## src/rtl/hex_pair_reader.sv

```systemverilog
// Recovers the byte shown on two active-low 7-segment digit buses once they hold steady.
// Optional sequence checker enabled by defining HEX_READER_SEQ_CHECK_EN.
module hex_pair_reader #(
  parameter int STABLE_CYCLES = 4,
  parameter int TIMEOUT       = 255
) (
  input  logic       clk,
  input  logic       clr,
  input  logic       req,
  input  logic [6:0] hex0,
  input  logic [6:0] hex1,
  output logic       busy,
  output logic       valid,
  output logic [7:0] value,
  output logic       code_err,
  output logic       tmo,
  output logic       seq_err,
  output logic [1:0] dbg_state
);

  typedef enum logic [1:0] {
    IDLE   = 2'd0,
    SETTLE = 2'd1,
    REPORT = 2'd2
  } state_t;

  localparam logic [8:0]  STABLE_LIM = 9'(STABLE_CYCLES);
  localparam logic [16:0] TMO_LIM    = 17'(TIMEOUT);

  state_t      state;
  logic [13:0] snap;
  logic [7:0]  scnt;
  logic [15:0] tcnt;

  logic [13:0] pair;
  logic [4:0]  dec1, dec0;
  logic [7:0]  new_val;
  logic        new_err;
  logic        same, accept, expire;

  // Returns {illegal, nibble}; an illegal glyph decodes to nibble 0.
  function automatic logic [4:0] decode(input logic [6:0] seg);
    case (seg)
      7'h40:   decode = 5'h00;
      7'h79:   decode = 5'h01;
      7'h24:   decode = 5'h02;
      7'h30:   decode = 5'h03;
      7'h19:   decode = 5'h04;
      7'h12:   decode = 5'h05;
      7'h02:   decode = 5'h06;
      7'h78:   decode = 5'h07;
      7'h00:   decode = 5'h08;
      7'h10:   decode = 5'h09;
      7'h08:   decode = 5'h0A;
      7'h03:   decode = 5'h0B;
      7'h46:   decode = 5'h0C;
      7'h21:   decode = 5'h0D;
      7'h06:   decode = 5'h0E;
      7'h0E:   decode = 5'h0F;
      default: decode = 5'h10;
    endcase
  endfunction

  always_comb begin
    pair    = {hex1, hex0};
    dec1    = decode(snap[13:7]);
    dec0    = decode(snap[6:0]);
    new_val = {dec1[3:0], dec0[3:0]};
    new_err = dec1[4] | dec0[4];
    same    = (pair == snap);
    accept  = same && (({1'b0, scnt} + 9'd1) == STABLE_LIM);
    expire  = (({1'b0, tcnt} + 17'd1) == TMO_LIM);
  end

  // Handshake: req is a level examined only in IDLE; each accepted attempt
  // ends in exactly one of a one-cycle valid pulse or a one-cycle tmo pulse.
  always_ff @(posedge clk or negedge clr) begin
    if (!clr) begin
      state    <= IDLE;
      busy     <= 1'b0;
      valid    <= 1'b0;
      value    <= 8'h00;
      code_err <= 1'b0;
      tmo      <= 1'b0;
      snap     <= 14'h0;
      scnt     <= 8'h0;
      tcnt     <= 16'h0;
    end else begin
      valid <= 1'b0;
      tmo   <= 1'b0;
      case (state)
        IDLE: begin
          if (req) begin
            snap  <= pair;
            scnt  <= 8'd1;
            tcnt  <= 16'd0;
            busy  <= 1'b1;
            state <= SETTLE;
          end
        end
        SETTLE: begin
          tcnt <= tcnt + 16'd1;
          if (same) begin
            if (accept) begin
              value    <= new_val;
              code_err <= new_err;
              valid    <= 1'b1;
              state    <= REPORT;
            end else begin
              scnt <= scnt + 8'd1;
            end
          end else begin
            snap <= pair;
            scnt <= 8'd1;
          end
          // Acceptance wins over timeout on the same edge.
          if (expire && !accept) begin
            tmo   <= 1'b1;
            busy  <= 1'b0;
            state <= IDLE;
          end
        end
        REPORT: begin
          busy  <= 1'b0;
          state <= IDLE;
        end
        default: begin
          busy  <= 1'b0;
          state <= IDLE;
        end
      endcase
    end
  end

  assign dbg_state = state;

`ifdef HEX_READER_SEQ_CHECK_EN
  logic [7:0] prev;
  logic       have_prev;
  logic       seq_bad;

  always_comb begin
    seq_bad = have_prev && (new_val != prev) &&
              (new_val != 8'(prev + 8'd1)) && (new_val != 8'h00);
  end

  // Reads with an illegal glyph are not part of the sequence.
  always_ff @(posedge clk or negedge clr) begin
    if (!clr) begin
      prev      <= 8'h00;
      have_prev <= 1'b0;
      seq_err   <= 1'b0;
    end else begin
      seq_err <= 1'b0;
      if ((state == SETTLE) && accept && !new_err) begin
        seq_err   <= seq_bad;
        prev      <= new_val;
        have_prev <= 1'b1;
      end
    end
  end
`else
  assign seq_err = 1'b0;
`endif

endmodule

```

## config.mk

```make
export PLATFORM = sky130hd
export DESIGN_NAME = hex_pair_reader
export DESIGN_NICKNAME = d
export VERILOG_FILES = /design/src/rtl/hex_pair_reader.sv
export SDC_FILE = /design/constraint.sdc
export NUM_CORES = 1
export LEC_CHECK = 0
export BUFFER_PORTS_ARGS = -buffer_cell sky130_fd_sc_hd__buf_2
export CAP_MARGIN = 20
export CORE_AREA = 2 2 120 122
export DETAILED_ROUTE_END_ITERATION = 10
export DIE_AREA = 0 0 122 124
export GPL_ROUTABILITY_DRIVEN = 1
export PLACE_DENSITY = 0.42
export SYNTH_ARGS = -nofsm -noshare
export SYNTH_HDL_FRONTEND = slang
export SYNTH_SLANG_ARGS = --single-unit
```

## constraint.sdc

```tcl
create_clock -name clk -period 2.1 [get_ports clk]
set_input_delay 0.42 -clock clk [delete_from_list [all_inputs] [get_ports clk]]
set_output_delay 0.42 -clock clk [all_outputs]
set_load 0.01 [all_outputs]
```

==> reports/results.ini <==
[outcome]
status=complete, no violations

[setup_path]
criticalPathCategory=reg2reg
critPathMaxStageDelay_ps=390
path_max_fanout=14
path_cells=xor2_1 -> nor4_2 -> buf_4 -> nand4_1 -> buf_4 -> a21oi_4 -> buf_12 -> mux2_2
cp_slowest_cell=dfrtp_1
cp.depth=8
reg2reg_slack_ps=0.6
critPathBufInv=3
setup.worst_path.end_class=flop
crit_family=buffers and inverters
arrival_ps=2300
cp.required_ps=2300
ff2ff_path_depth=8
crit_path_start_kind=flop
crit_top_cell=buf_4

[placement]
preCtsSetupSlack_ps=-350
finalWeightedCongestion=0.776
placed_cells=621
dp_hpwl_um=6640
io_buffer_count=30

[route]
viasPerCell=4.84
wl_um=9470
ant_nets=0
wl_per_cell_um=14.8
drc=0
drtIter0Drc=184
dr_total_vias=3096
dr.pass1.iters=4

[power_and_ir_drop]
combPwrFrac_pct=30.8
peakVddDrop_v=0.000338
clockPowerShare_pct=29.5
pwr-share-seq_pct=39.7
internal-power_mw=1.99
switching_share_pct=34.1
p_per_area_nw_per_um2=670
finalPower_mw=3.01
power.switching_mw=1.03
power_leakage_nw=1.92

[finish]
antennaDiodeCount=0
multiInputGateArea_um2=2090
fillerInstances=1438
final_cells=640
syn_to_final_growth_pct=31.5
layout-drive-gt1-share_pct=31.5
regArea_um2=1300
fin_nets=480

[logic_synthesis]
ys_seq_area_share_pct=38.0
synthCells=382
yosysMostFrequentCell=dfrtp_1
ys_types=62
synth-seq-cells=52
synthTopCellsByCount=dfrtp_1 (52), nor2_1 (33), o21ai_0 (32)
syn_area_um2=3420
synth.avg_cell_area_um2=8.95
ys.flop_type=dfrtp_1
synth_area_leaders=dfrtp_1 (38%), mux2_2 (6.3%), xor2_1 (5.6%), o21ai_0 (4.7%), nor2_1 (3.6%)
synth_fp_nets=403
synth_top_cell_by_area=dfrtp_1
ys_warn_count=0
ys_async_sr_fraction_pct=100
synth_top_area_share_pct=38.0
synth_edf_count=0

[timing]
hold_viol=0
slew_viol_final=0
rsz0062_at_grt=yes
tightest_slew_ps=918
setup_viol=0
fin_crit_ps=2100
fmax_mhz=476
period_share_pct=100
fin_skew_ps=6.09
max-slew-margin-rel_pct=38.6
worst_slack_ps=0.611
tns_ps=0

[floorplanning]
fp-row-count=43
die_width_um=122
start_util_pct=24.9
io_pins=32
core_area_um2=13700
die_area_um2=15100
die_h_um=124

[grt]
grt_pass1_wl_um=15400
track_usage_pct=13.1
grt_pass1_vias=2948
grt.overflow.total=0
grt_max_degree=33
antenna_found_initial=0

[job]
maxCapViolations=0

[clock_tree]
cts_hold_buffers=0
cts_made_buffers=5
cts_tree=done
clk_pin_slew_worst_paths_ps=80
clkLatencyLatePin_ps=310
clkSinkCount=52
htreeDepth=2
cts_root_buf=clkbuf_16
cts_buffer_depth=2

[worst_hold_path]
hold_class=in2async

power by group through the flow:
stage / clock (mW) / combinational, mW / sequential, mW
2_1_floorplan: 0 / 0.532 / 1.20
3_3_place_gp: 0 / 0.849 / 1.22
6_report: 0.889 / 0.926 / 1.20
5_1_grt: 0.964 / 1.03 / 1.22
3_5_place_dp: 0 / 0.859 / 1.22
4_1_cts: 0.923 / 0.871 / 1.20
state kept, by name (all words and copies together) (netlist names):
name       count
busy           1
code_err       1
dbg_state      2
scnt           8
snap          14
tcnt          16
tmo            1
valid          1
value          8
timing repair:
item,in CTS,in global routing
setup endpoints to repair,33,35
pin swaps,7,9
setup buffers,5,6
gates resized for setup,9,29
per-layer routing:
metal  track usage, %  up-vias  routed length (µm)
met5                0        -                   0
met1             17.6     1483                4550
met3             2.52        7                 326
met2             21.3       53                4480
li1                 -     1553                   -
met4             3.74        0                 114
cells by family after synthesis:
kind of cell / share of synthesized area, %
compound gates: 18.6
xor+xnor: 6.66
fa+ha+maj: 1.46
buf+inv: 4.57
flops: 38.0
mux: 7.53
other cells: 0.110
simple gates: 23.0
final cells by class:
cell class	count	share of cell area, %
clock buffers	5	2.78
clock inverters	3	0.584
inverters	8	0.668
multi-input cells	295	46.6
flip-flops and latches	52	29.0
well taps	180	5.01
repair buffers	97	15.4
per-stage QoR:
stage,instance area (µm²),util [%],hold slack (ps)
floorplan,3430,-,124
global placement,4120,30.1,452
detailed placement,4120,30.1,443
CTS,4340,31.7,105
global route,4500,32.8,117
finish,4500,32.8,91.9
cell usage in the layout (no fill, tap or decap), types with 3 or more instances in the layout:
cell       instances
a211oi_1           3
and3_1             3
buf_2             30
o21ai_0           27
buf_4             62
mux2_4            10
o21ai_1            5
a22o_1             4
dfrtp_1           51
nor4bb_1           3
nor3_1             8
nor3b_1            3
a21oi_1           17
xor2_1            22
clkbuf_16          5
nand2_1           29
a31oi_1            5
nand2b_1           4
nand4_1           11
nor2_1            33
o31ai_1            9
and2_1             4
nor4_1             3
nor2b_1            7
o22ai_1            6
mux2_2            10
ha_1               3
inv_1              8
or3_1              3
nand3_1           15
xnor2_1            3
final timing paths:
check                                      from                   end
min in group clk                        hex1[2]   snap[9]$_DFFE_PN0P_
max reg2reg                snap[10]$_DFFE_PN0P_   snap[2]$_DFFE_PN0P_
min reg2reg                value[7]$_DFFE_PN0P_  value[7]$_DFFE_PN0P_
max in group asynchronous                   clr  value[6]$_DFFE_PN0P_
min                                         clr   tcnt[5]$_DFFE_PN0P_
max                        snap[10]$_DFFE_PN0P_   snap[2]$_DFFE_PN0P_
Power figures use the tool's default switching activity.
